===== src/rtl/fpu_iter_sequencer_if.sv =====
// rtl/fpu_iter_sequencer_if.sv - request/grant, stall and iteration status bundle for fpu_iter_sequencer
interface fpu_iter_sequencer_if;
  logic       div_req;
  logic       sqrt_req;
  logic       div_gnt;
  logic       sqrt_gnt;
  logic       hold;
  logic       abort;
  logic       step;
  logic       first;
  logic       last;
  logic [5:0] count;
  logic       owner;
  logic       busy;
  logic       done;

  modport master (
    output div_req, sqrt_req, hold, abort,
    input  div_gnt, sqrt_gnt, step, first, last, count, owner, busy, done
  );

  modport slave (
    input  div_req, sqrt_req, hold, abort,
    output div_gnt, sqrt_gnt, step, first, last, count, owner, busy, done
  );
endinterface


===== src/rtl/fpu_iter_sequencer.sv =====
// rtl/fpu_iter_sequencer.sv - round-robin sequencer sharing one iteration datapath between divide and sqrt
// Optional abort support is enabled by defining FPU_SEQ_ABORT_EN.
module fpu_iter_sequencer #(
  parameter int unsigned DIV_ITER  = 27,
  parameter int unsigned SQRT_ITER = 26
) (
  input  logic                 clk,
  input  logic                 reset,
  fpu_iter_sequencer_if.slave  bus
);

  typedef enum logic [1:0] {IDLE, LOAD, RUN, DONE} state_t;

  localparam logic [5:0] DIV_LOAD  = 6'(DIV_ITER - 1);
  localparam logic [5:0] SQRT_LOAD = 6'(SQRT_ITER - 1);

  logic       rst_meta_q;
  logic       rst_q;

  state_t     state_q, state_d;
  logic [5:0] count_q, count_d;
  logic       owner_q, owner_d;
  logic       rr_q, rr_d;
  logic       first_pend_q, first_pend_d;
  logic       div_gnt_q, div_gnt_d;
  logic       sqrt_gnt_q, sqrt_gnt_d;
  logic       busy_q, busy_d;
  logic       done_q, done_d;

  logic       step_w;
  logic       abort_w;

  // Assert immediately, release two clocks after reset falls.
  always_ff @(posedge clk or posedge reset) begin
    if (reset) begin
      rst_meta_q <= 1'b1;
      rst_q      <= 1'b1;
    end else begin
      rst_meta_q <= 1'b0;
      rst_q      <= rst_meta_q;
    end
  end

`ifdef FPU_SEQ_ABORT_EN
  assign abort_w = bus.abort;
`else
  logic unused_abort;
  assign unused_abort = bus.abort;
  assign abort_w      = 1'b0;
`endif

  assign step_w = (state_q == RUN) && !bus.hold;

  always_comb begin
    state_d      = state_q;
    count_d      = count_q;
    owner_d      = owner_q;
    rr_d         = rr_q;
    first_pend_d = first_pend_q;
    unique case (state_q)
      IDLE: begin
        if (bus.div_req || bus.sqrt_req) begin
          state_d = LOAD;
          // rr_q names the requester to favour on a tie.
          owner_d = (bus.div_req && bus.sqrt_req) ? rr_q : bus.sqrt_req;
          rr_d    = ~owner_d;
        end
      end
      LOAD: begin
        state_d      = RUN;
        count_d      = owner_q ? SQRT_LOAD : DIV_LOAD;
        first_pend_d = 1'b1;
      end
      RUN: begin
        if (step_w) begin
          first_pend_d = 1'b0;
          if (count_q == '0) state_d = DONE;
          else               count_d = count_q - 6'd1;
        end
      end
      DONE:    state_d = IDLE;
      default: state_d = IDLE;
    endcase
    if (abort_w && ((state_q == LOAD) || (state_q == RUN))) begin
      state_d      = IDLE;
      count_d      = '0;
      first_pend_d = 1'b0;
    end
  end

  always_comb begin
    busy_d     = (state_d != IDLE);
    div_gnt_d  = busy_d && !owner_d;
    sqrt_gnt_d = busy_d && owner_d;
    done_d     = (state_d == DONE);
  end

  always_ff @(posedge clk or posedge rst_q) begin
    if (rst_q) begin
      state_q      <= IDLE;
      count_q      <= '0;
      owner_q      <= 1'b0;
      rr_q         <= 1'b0;
      first_pend_q <= 1'b0;
      div_gnt_q    <= 1'b0;
      sqrt_gnt_q   <= 1'b0;
      busy_q       <= 1'b0;
      done_q       <= 1'b0;
    end else begin
      state_q      <= state_d;
      count_q      <= count_d;
      owner_q      <= owner_d;
      rr_q         <= rr_d;
      first_pend_q <= first_pend_d;
      div_gnt_q    <= div_gnt_d;
      sqrt_gnt_q   <= sqrt_gnt_d;
      busy_q       <= busy_d;
      done_q       <= done_d;
    end
  end

  assign bus.div_gnt  = div_gnt_q;
  assign bus.sqrt_gnt = sqrt_gnt_q;
  assign bus.step     = step_w;
  assign bus.first    = step_w && first_pend_q;
  assign bus.last     = step_w && (count_q == '0);
  assign bus.count    = count_q;
  assign bus.owner    = owner_q;
  assign bus.busy     = busy_q;
  assign bus.done     = done_q;

endmodule


===== src/flat_wrapper.sv =====
// flat-port wrapper written by rule: the top's interface ports become plain ports
module fpu_iter_sequencer_flat 
#(
  parameter int unsigned DIV_ITER  = 27,
  parameter int unsigned SQRT_ITER = 26
)
  (clk, reset, bus_div_req, bus_sqrt_req, bus_hold, bus_abort, bus_div_gnt, bus_sqrt_gnt, bus_step, bus_first, bus_last, bus_count, bus_owner, bus_busy, bus_done);
  fpu_iter_sequencer_if bus_i ();
  input  logic clk;
  input  logic reset;
  input wire logic [$bits(bus_i.div_req)-1:0] bus_div_req;
  input wire logic [$bits(bus_i.sqrt_req)-1:0] bus_sqrt_req;
  input wire logic [$bits(bus_i.hold)-1:0] bus_hold;
  input wire logic [$bits(bus_i.abort)-1:0] bus_abort;
  output wire logic [$bits(bus_i.div_gnt)-1:0] bus_div_gnt;
  output wire logic [$bits(bus_i.sqrt_gnt)-1:0] bus_sqrt_gnt;
  output wire logic [$bits(bus_i.step)-1:0] bus_step;
  output wire logic [$bits(bus_i.first)-1:0] bus_first;
  output wire logic [$bits(bus_i.last)-1:0] bus_last;
  output wire logic [$bits(bus_i.count)-1:0] bus_count;
  output wire logic [$bits(bus_i.owner)-1:0] bus_owner;
  output wire logic [$bits(bus_i.busy)-1:0] bus_busy;
  output wire logic [$bits(bus_i.done)-1:0] bus_done;
  assign bus_i.div_req = bus_div_req;
  assign bus_i.sqrt_req = bus_sqrt_req;
  assign bus_i.hold = bus_hold;
  assign bus_i.abort = bus_abort;
  assign bus_div_gnt = bus_i.div_gnt;
  assign bus_sqrt_gnt = bus_i.sqrt_gnt;
  assign bus_step = bus_i.step;
  assign bus_first = bus_i.first;
  assign bus_last = bus_i.last;
  assign bus_count = bus_i.count;
  assign bus_owner = bus_i.owner;
  assign bus_busy = bus_i.busy;
  assign bus_done = bus_i.done;
  fpu_iter_sequencer #(.DIV_ITER(DIV_ITER), .SQRT_ITER(SQRT_ITER)) u_core (.clk(clk), .reset(reset), .bus(bus_i));
endmodule

===== config.mk =====
export PLATFORM = sky130hd
export DESIGN_NAME = fpu_iter_sequencer_flat
export DESIGN_NICKNAME = d
export VERILOG_FILES = /design/src/rtl/fpu_iter_sequencer_if.sv /design/src/rtl/fpu_iter_sequencer.sv /design/src/flat_wrapper.sv
export SDC_FILE = /design/constraint.sdc
export NUM_CORES = 1
export LEC_CHECK = 0
export ABC_AREA = 0
export CAP_MARGIN = 30
export CORE_MARGIN = 1.5
export CORE_UTILIZATION = 51
export CTS_CLUSTER_DIAMETER = 200
export DETAILED_ROUTE_END_ITERATION = 12
export PLACE_DENSITY = 0.81
export RECOVER_POWER = 100
export SYNTH_ARGS = -nofsm -noshare
export SYNTH_HDL_FRONTEND = slang
export SYNTH_SLANG_ARGS = --single-unit

===== constraint.sdc =====
create_clock -name clk -period 3.4 [get_ports clk]
set_input_delay 0.68 -clock clk [delete_from_list [all_inputs] [get_ports clk]]
set_output_delay 0.68 -clock clk [all_outputs]
set_load 0.1 [all_outputs]

# --- Word level (Yosys, flattened, before mapping) ---
# Cells that the tools add are included.
classes:
  n_addsub: 1
  eq_ne: 6
  mux: 13
  bitwise: 1
  n_reduce_logical: 16
op_table:
  columns: ["op", "count"]
  rows:
  - ["2-to-1 mux 6 bit", 2]
  - ["case mux 6 bit (2 select lines)", 1]
  - ["2-to-1 mux 2 bit", 4]
  - ["case mux 2 bit (4 select lines)", 1]
  - ["equality test 2 bit, second input constant", 3]
  - ["logical AND 1 bit", 6]
  - ["zero test 6 bit", 1]
  - ["subtractor 6 x 1 -> 6 bit, second input constant", 1]
  - ["2-to-1 mux 1 bit", 4]
  - ["AND reduction 2 bit", 2]
  - ["nonzero test 2 bit", 2]
  - ["AND reduction 3 bit", 1]
  - ["equality test 2 x 1 -> 1 bit, second input constant", 1]
  - ["zero test 1 bit", 2]
  - ["zero test 2 bit", 1]
  - ["inequality test 2 x 1 -> 1 bit, second input constant", 1]
  - ["inequality test 2 bit, second input constant", 1]
  - ["case mux 1 bit (2 select lines)", 1]
  - ["logical OR 1 bit", 1]
  - ["NOT 1 bit", 1]
totals:
  register_bits: 17
  inputBits: 6
  output_inout_bits: 14
  word_cells: 48

# --- Logic depth before layout (Yosys ltp) ---
# Gate-level depths: netlist (run 1).
depth:
  depth_word: 6
  depth_mapped: 7

# --- Worst setup path after synthesis (run 1) ---
# No wires, ideal clock.
synth_path:
  kind: "register to output"
  startpoint: "reg u_core.count_q[4], in the netlist u_core.bus.count[4]"
  endpoint: "out bus_last"
  arrival_time_ns: 3.335
  required_ns: 2.720
  setup_slack_ns: -0.615
  path_stages_with_launch: 4
  n_path_buf: 0
  path_cell_list: "dfrtp_1 nor3_4 nand3_1 nor3_1"
synth_via:
  elab_chain_len: 2
synth_lines:
  columns: ["item", "line_no", "source"]
  rows:
  - ["from (decl)", "fpu_iter_sequencer.sv:21", "logic [5:0] count_q, count_d;"]
  - ["from (signal assigned)", "fpu_iter_sequencer.sv:111", "count_q <= count_d;"]
  - ["zero test 6 bit", "fpu_iter_sequencer.sv:126", "assign bus.last = step_w && (count_q == '0);"]
  - ["logical AND 1 bit", "fpu_iter_sequencer.sv:126", null]
  - ["to (decl)", "flat_wrapper.sv:19", "output wire logic [$bits(bus_i.last)-1:0] bus_last;"]
# Every way passes these cells.

# --- Worst setup path after layout (run 1) ---
layout_path:
  startpoint: "in bus_hold"
  endpoint: "out bus_first"
layout_via:
  elab_chain_len: 3
layout_lines:
  columns: ["item", "line_no", "source"]
  rows:
  - ["from (decl)", "flat_wrapper.sv:13", "input wire logic [$bits(bus_i.hold)-1:0] bus_hold;"]
  - ["zero test 1 bit", "fpu_iter_sequencer.sv:52", "assign step_w = (state_q == RUN) && !bus.hold;"]
  - ["logical AND 1 bit", "fpu_iter_sequencer.sv:52", null]
  - ["logical AND 1 bit", "fpu_iter_sequencer.sv:125", "assign bus.first = step_w && first_pend_q;"]
  - ["to (decl)", "flat_wrapper.sv:18", "output wire logic [$bits(bus_i.first)-1:0] bus_first;"]
# Every way passes these cells.

==> results of run 1 <==
==> stage by stage <==
step	hold slack, ps	instances
after CTS	332	117
after global placement	320	113
final	310	117
after global routing	372	117
after floorplan	246	80
after detailed placement	326	113
==> layer usage <==
| layer | GRT usage, % | vias to the layer above |
|---|---|---|
| li1 | - | 322 |
| met1 | 25.6 | 309 |
| met2 | 31.0 | 13 |
| met3 | 2.55 | 6 |
| met4 | 9.09 | 0 |
| met5 | 0 | - |
==> sequential cells by signal (all words and copies together), names as in the netlist <==
signal and count:
u_core.rst_q 1, u_core.bus.div_gnt 1, u_core.bus.busy 1, u_core.bus.done 1
u_core.bus.owner 1, u_core.rst_meta_q 1, u_core.first_pend_q 1, u_core.bus.count 6
u_core.rr_q 1, u_core.bus.sqrt_gnt 1, u_core.state_q 2
==> final cells by class <==
| cell class | count | share of cell area (%) |
|---|---|---|
| Timing Repair Buffer | 18 | 12.5 |
| Clock buffer | 3 | 2.28 |
| Multi-Input combinational cell | 53 | 35.9 |
| Clock inverter | 1 | 0.507 |
| Tap cell | 16 | 2.03 |
| Inverter | 9 | 3.42 |
| Sequential cell | 17 | 43.3 |
==> path summary, 6_finish.rpt <==
kind	from	endpoint	slack, ps	depth (start not counted)
hold reg to reg	u_core.rst_q	u_core.state_q[1]	310	1
min in group clk	u_core.rst_meta_q	u_core.rst_q	360	0
setup / recovery	bus_hold	bus_first	550	4
hold / removal	u_core.rst_q	u_core.state_q[1]	310	1
max in group asynchronous	reset	u_core.rst_meta_q	2510	2
setup reg to reg	u_core.state_q[1]	u_core.bus.count[5]	1680	6
==> kinds of logic (layout without fill, tap and decap cells) <==
kind of cell | count (synthesis) | in the layout
AOI/OAI and AO/OA | 18 | 18
adders and majority gates | 4 | 4
buffers and inverters | 10 | 31
DFF | 17 | 17
muxes | 1 | 1
other | 1 | 1
and+or+nand+nor | 29 | 29
==> layout by cell type, fill, tap and decap left out, types with 2 or more instances in the layout <==
cell           synthesis  routed
ha_1                   4       4
inv_1                  9       9
o21ai_0                1       2
dfstp_2                2       2
clkbuf_4               0       3
clkbuf_2               0       2
a21oi_1                4       4
nor2_1                 9       9
o21a_1                 2       2
dlygate4sd3_1          0       8
a31oi_1                4       5
nand2_1                5       5
dfrtp_1               15      15
clkbuf_1               0       7
==> worst register-to-register path, cell delays in order, from the launching register on <==
cell	delay, ps
dfrtp_1	360
inv_1	60
ha_1	470
nand2b_2	120
nor4_1	320
mux2i_1	230
nor2_1	50
==> results.yml, run 1 <==
run_status:
  status: "finished clean"
hold_path:
  hold_path_class: "flip-flop to async pin"
die:
  initial_core_util_pct: 55.0
  die_x_um: 43.3
  ios: 20
  die_h_um: 43.3
  core_um2: 1510
  die-area_um2: 1870
  rows: 14
routing:
  wl_per_cell_um: 13.4
  dr_wl_met2_um: 789
  antenna_left: 0
  vias: 650
  dr_wl_met3_um: 49
  drt-met1-wl_um: 693
  routed_wl_um: 1570
  drc: 0
  firstDrtPassIters: 3
  top_layer_used: "met4"
  first_iter_violations: 12
  viasPerCell: 5.56
worst_setup_path:
  crit_fanout: 6
  crit_family: "buffers and inverters"
  crit_path_cell_trace: "dlygate4sd3_1 > nor2_1 > and2_1 > clkbuf_2"
  slowest_stage: "dlygate4sd3_1"
  crit_path_max_incr_delay_ps: 630
  start_kind: "input pin"
  critPathCaptureType: "output port"
  worstSetupPathType: "input pin to output port"
  crit_arrival_ps: 2170
  critPathRequiredTime_ps: 2720
  path_buf_inv: 2
clock_tree:
  root_buffer: "clkbuf_4"
  cts-buffers-inserted: 3
  post_cts_resized: 0
  post-cts-setup-buffers: 0
  cts_sinks: 17
  cts_hold_buf: 0
  clkLatencyLatePin_ps: 290
  clk_pin_slew_ps: 100
  cts_tree: "done"
  htreeDepth: 1
  clockBufferDepth: 2
finish:
  multi_input_area_um2: 354
  stdcell_area_um2: 987
  fillCellCount: 130
  nets: 112
  postLayoutCoreUtil_pct: 65.5
  regArea_um2: 428
  layout-drive-gt1-share_pct: 15.8
  area_growth_pct: 19.2
  antenna-diode-count: 0
logic_synthesis:
  yosysMostFrequentCell: "dfrtp_1"
  syn_avg_cell_area_um2: 10.4
  synthesis.nets: 90
  synth_area_leaders: "dfrtp_1, dfstp_2, ha_1, inv_1, nor2_1"
  synth_fa_ha_area_share_pct: 6.04
  synth_top_area_share_pct: 45.3
  synth-seq-cells: 17
  synth_cells: 80
  synth_ff_type: "dfrtp_1"
  synthMuxAreaShare_pct: 1.21
  yosysTopAreaCell: "dfrtp_1"
  synthXorXnorAreaFrac_pct: 0
  seq_area_frac_synth_pct: 51.7
  synth_common_cells: "dfrtp_1, inv_1, nor2_1"
  synth_edf_count: 0
  async_flop_share_pct: 100
  synth_top_family_by_area: "simple AND/OR/NAND/NOR gates"
  synthesis.area_um2: 828
  synthSimpleGateAreaFrac_pct: 20.5
  synth_compound_area_share_pct: 15.4
  yosysWarnings: 0
  synth_cell_types: 33
timing:
  tightest_slew_ps: 1160
  period_needed_ps: 2850
  hold_viol: 0
  clock_skew_ps: 3.14
  fin_setup_tns_ps: 0
  fin_ws_ps: 547
  rsz0062_at_grt: "false"
  max_freq_ghz: 0.351
  drv_slew: 0
  period_share_pct: 83.9
  slew_headroom_pct: 23.0
  setup_viol: 0
global_route:
  grt_overflow: 0
  grt_usage_pct: 19.3
  grt_pass1_wl_um: 2660
  grt_start_max_net_pins: 16
  grt_pass1_vias: 599
  antenna_found_initial: 0
placed_design:
  place_ws_ps: 892
  io_buffer_count: 18
  globalplace.congestion: 0.783
  dpl-instance-area_um2: 1010
  dp_hpwl_um: 1210
run:
  maxCapViolCount: 0
Power of run 1 is not shown: default switching activity piles up to over one toggle a cycle in this logic, so the estimate is an artifact.
==> run 2: changes to the inputs <==
--- a/config.mk
+++ b/config.mk
@@ -8,10 +8,10 @@
 export ABC_AREA = 0
 export CAP_MARGIN = 30
 export CORE_MARGIN = 1.5
-export CORE_UTILIZATION = 51
+export CORE_UTILIZATION = 42
 export CTS_CLUSTER_DIAMETER = 200
 export DETAILED_ROUTE_END_ITERATION = 12
-export PLACE_DENSITY = 0.81
+export PLACE_DENSITY = 0.71
 export RECOVER_POWER = 100
 export SYNTH_ARGS = -nofsm -noshare
 export SYNTH_HDL_FRONTEND = slang
==> constraint.sdc (replaced) <==
create_clock -name clk -period 2.3 [get_ports clk]
set_input_delay 0.46 -clock clk [delete_from_list [all_inputs] [get_ports clk]]
set_output_delay 0.46 -clock clk [all_outputs]
set_load 0.1 [all_outputs]
==> run 2 against run 1 <==
Effect of this change:
- worst hold slack got worse by 5.8 ps
- clock skew down 1.5 ps
- routed wire length down 8.7%
- highest routed layer unchanged
- critical path depth up 1
- cell area grew 4.2%
==> results.yml, run 2 (same netlist as run 1, synthesis figures left out) <==
routing:
  antenna_left: 0
  viasPerCell: 4.94
  wl_per_cell_um: 11.4
  routed_wl_um: 1440
  first_iter_violations: 6
  vias: 623
  firstDrtPassIters: 4
  drc: 0
worst_setup_path:
  rr_worst_depth: 6
  start_kind: "flip-flop"
  crit_path_cell_trace: "inv_1 > ha_1 > nand3_2 > nor3_4 > buf_6"
  crit_fanout: 5
  startpoint: "u_core.bus.count[0]"
  crit_end: "bus_last"
  slowest_stage: "dfrtp_4"
  timing.rr.start: "u_core.state_q[1]"
  critPathCaptureType: "output port"
  critPathRequiredTime_ps: 1840
  reg2reg_to: "u_core.bus.count[5]"
  crit_arrival_ps: 1700
  rrSetupSlack_ps: 550
  crit_path_max_incr_delay_ps: 510
  worstSetupPathType: "flip-flop to output port"
timing:
  fin_setup_tns_ps: 0
  tightest_slew_ps: 1170
  hold_viol: 0
  clock_skew_ps: 1.65
  slew_headroom_pct: 22.3
  period_share_pct: 93.7
  max_freq_ghz: 0.464
  rsz0062_at_grt: "false"
  period_needed_ps: 2160
  fin_ws_ps: 144
  drv_slew: 0
  setup_viol: 0
finish:
  most-common-layout-cells: "inv_1, dfrtp_1, nor2_1, clkbuf_2"
  antenna-diode-count: 0
  area_growth_pct: 24.2
  stdcell_area_um2: 1030
  largest_reg_flops: 6
  layout-drive-gt1-share_pct: 31.7
  nets: 112
placed_design:
  globalplace.congestion: 0.825
  io_buffer_count: 18
  place_ws_ps: 271
  dp_hpwl_um: 1140
  dpl-instance-area_um2: 1080
clock_tree:
  clk_pin_slew_ps: 90
  htreeDepth: 1
  post_cts_resized: 0
  post-cts-setup-buffers: 0
  root_buffer: "clkbuf_4"
  cts_tree: "done"
  clkLatencyLatePin_ps: 280
  cts_hold_buf: 0
  cts_sinks: 17
  cts-buffers-inserted: 3
  clockBufferDepth: 2
hold_path:
  hold_path_class: "flip-flop to async pin"
die:
  die_h_um: 47.4
  core_um2: 1780
  ios: 20
  rows: 15
  die_x_um: 47.4
  die-area_um2: 2250
  initial_core_util_pct: 46.5
run_status:
  status: "finished clean"
run:
  maxCapViolCount: 0
global_route:
  grt_start_max_net_pins: 16
  antenna_found_initial: 0
  grt_overflow: 0
  grt_pass1_vias: 564
  grt_usage_pct: 15.4
  grt_pass1_wl_um: 2400
## run 2: cell types whose count changed in the layout (fill, tap and decap cells not counted), moves of 3 or more
cell / change
dfrtp_1: -6
dlygate4sd3_1: -6
clkbuf_2: +5
dfrtp_2: +4
clkbuf_1: -3
## run 2: worst max-delay path: cells and delay by family, from the launching register on
family | cells | cell delay (ps)
fa+ha+maj | 1 | 240
buf+inv | 2 | 300
flops | 1 | 510
simple gates | 2 | 360
## run 2: area by class of cell
type	instances	area, um^2
clock buffers	3	22.5
clock inverters	1	5.00
fillers	179	754
inverters	9	33.8
multi-input cells	53	375
flip-flops and latches	17	440
well taps	25	31.3
repair buffers	18	120
## run 2: worst min path at each step
stage	from	endpoint	slack (ps)	cells past startpoint
after CTS	u_core.rst_q	u_core.bus.busy	340	1
after detailed placement	u_core.rst_q	u_core.first_pend_q	330	1
final	u_core.rst_q	u_core.bus.done	300	1
after floorplan	u_core.rst_q	u_core.bus.busy	250	1
after global routing	u_core.rst_meta_q	u_core.rst_q	370	0
after global placement	u_core.rst_q	u_core.bus.done	320	1
## run 2: layer usage
layer	wire (um)	up-vias	global-route usage, %
li1	-	319	-
met3	52	2	3.40
met2	666	14	24.3
met4	10	0	6.67
met1	705	288	20.5
met5	0	-	0
## run 2: through the flow
stage / utilization [%] / instances / hold WS (ps)
2_1_floorplan: - / 80 / 246
3_3_place_gp: 60.4 / 122 / 321
3_5_place_dp: 60.4 / 122 / 325
4_1_cts: 61.9 / 126 / 336
5_1_grt: 57.7 / 126 / 373
6_report: 57.7 / 126 / 304
Power of run 2 is left out for the same reason.
==> run 3: changes to the inputs <==
--- a/config.mk
+++ b/config.mk
@@ -11,8 +11,9 @@
 export CORE_UTILIZATION = 42
 export CTS_CLUSTER_DIAMETER = 200
 export DETAILED_ROUTE_END_ITERATION = 12
-export PLACE_DENSITY = 0.71
+export PLACE_DENSITY = 0.7
 export RECOVER_POWER = 100
 export SYNTH_ARGS = -nofsm -noshare
 export SYNTH_HDL_FRONTEND = slang
 export SYNTH_SLANG_ARGS = --single-unit
+export TNS_END_PERCENT = 10
==> run 3 against run 2 <==
Effect of this change:
- die area unchanged
- routed wire length increased by 13%
- register-to-register slack got worse by 50 ps
- clock skew increased by 1.6 ps
- flip-flop and latch count unchanged
- sequential share of layout area decreased by 0.21 points
- first-iteration DRC count decreased by 50%
- worst hold slack improved by 4.4 ps
- clock-buffer cell count unchanged
- critical path depth unchanged
- non-clock buffer count unchanged
==> results.yml, run 3 (same netlist as run 1, synthesis figures left out) <==
worst_setup_path:
  crit_path_max_incr_delay_ps: 490
  crit_fanout: 5
  critPathCaptureType: "output port"
  reg2reg_to: "u_core.bus.count[5]"
  rr_worst_depth: 6
  crit_arrival_ps: 1720
  crit_path_cell_trace: "inv_1 > ha_2 > nand3_2 > nor3_4 > buf_6"
  critPathRequiredTime_ps: 1840
  start_kind: "flip-flop"
  slowest_stage: "dfrtp_4"
  rrSetupSlack_ps: 500
  worstSetupPathType: "flip-flop to output port"
  timing.rr.start: "u_core.state_q[1]"
clock_tree:
  clockBufferDepth: 2
  cts_tree: "done"
  clk_pin_slew_ps: 110
  cts_sinks: 17
  cts-buffers-inserted: 3
  htreeDepth: 1
  root_buffer: "clkbuf_4"
  cts_hold_buf: 0
  clkLatencyLatePin_ps: 300
placed_design:
  dp_hpwl_um: 1180
  dpl-instance-area_um2: 1080
  io_buffer_count: 18
  globalplace.congestion: 0.720
die:
  rows: 15
  initial_core_util_pct: 46.5
  die_h_um: 47.4
  ios: 20
  die_x_um: 47.4
  core_um2: 1780
  die-area_um2: 2250
routing:
  drc: 0
  routed_wl_um: 1620
  viasPerCell: 5.13
  wl_per_cell_um: 12.9
  firstDrtPassIters: 4
  antenna_left: 0
  vias: 647
  first_iter_violations: 3
global_route:
  grt_pass1_vias: 616
  antenna_found_initial: 0
  grt_start_max_net_pins: 16
  grt_pass1_wl_um: 2730
  grt_overflow: 0
  grt_usage_pct: 17.6
finish:
  stdcell_area_um2: 1030
  layout-drive-gt1-share_pct: 33.7
  area_growth_pct: 24.8
  nets: 112
  antenna-diode-count: 0
  largest_reg_flops: 6
  most-common-layout-cells: "inv_1, dfrtp_1, nor2_1, clkbuf_2"
timing:
  clock_skew_ps: 3.29
  tightest_slew_ps: 1160
  hold_viol: 0
  rsz0062_at_grt: "false"
  period_share_pct: 95.0
  setup_viol: 0
  slew_headroom_pct: 22.8
  max_freq_ghz: 0.458
  drv_slew: 0
  period_needed_ps: 2180
run:
  maxCapViolCount: 0
hold_path:
  hold_path_class: "flip-flop to async pin"
run_status:
  status: "finished clean"
run 3: cell counts in the layout (fill, tap and decap cells not counted):
Identical to the previous run, type by type.
run 3: area by class of cell:
type | instances | area (um^2)
Multi-Input combinational cell | 53 | 380
Tap cell | 25 | 31.3
Sequential cell | 17 | 440
Clock inverter | 1 | 5.00
Timing Repair Buffer | 18 | 120
Fill cell | 187 | 749
Inverter | 9 | 33.8
Clock buffer | 3 | 22.5
run 3: timing repair:
item / 4_1_cts / 5_1_grt
resized for setup: 0 / 2
buffers inserted: 0 / 0
setup endpoints to repair: 0 / 2
run 3: worst max path at each step:
| stage | start | cells after the start | slack (ps) | to |
|---|---|---|---|---|
| after global placement | bus_hold | 4 | 250 | bus_first |
| after floorplan | u_core.bus.count[1] | 4 | -50 | bus_last |
| after CTS | u_core.bus.count[1] | 5 | 80 | bus_last |
| final | u_core.bus.count[1] | 5 | 120 | bus_last |
| after detailed placement | bus_hold | 4 | 230 | bus_first |
| after global routing | u_core.bus.count[1] | 5 | 30 | bus_last |
run 3: through the flow:
stage                     hold slack [ps]  setup TNS (ps)  cells  util, %  setup WS [ps]
after detailed placement              338               0    122     60.4            233
after floorplan                       246           -52.0     80        -          -52.0
after global placement                323               0    122     60.4            253
after CTS                             343               0    126     61.9           75.8
final                                 309               0    126     58.0            115
after global routing                  369               0    126     58.0           34.9
run 3: critical path, delay by kind of cell (launching register included):
kind | cells | cell delay (ps)
simple gates | 2 | 370
flops | 1 | 490
buf+inv | 2 | 340
fa+ha+maj | 1 | 230
run 3: routing by layer:
metal / vias up / GRT usage, % / share of wire [%]
li1: 320 / - / -
met4: 0 / 8.33 / 1.9
met5: - / 0 / 0
met2: 14 / 27.6 / 48
met1: 308 / 24.4 / 46
met3: 5 / 2.26 / 3.8
Power of run 3 is left out for the same reason.
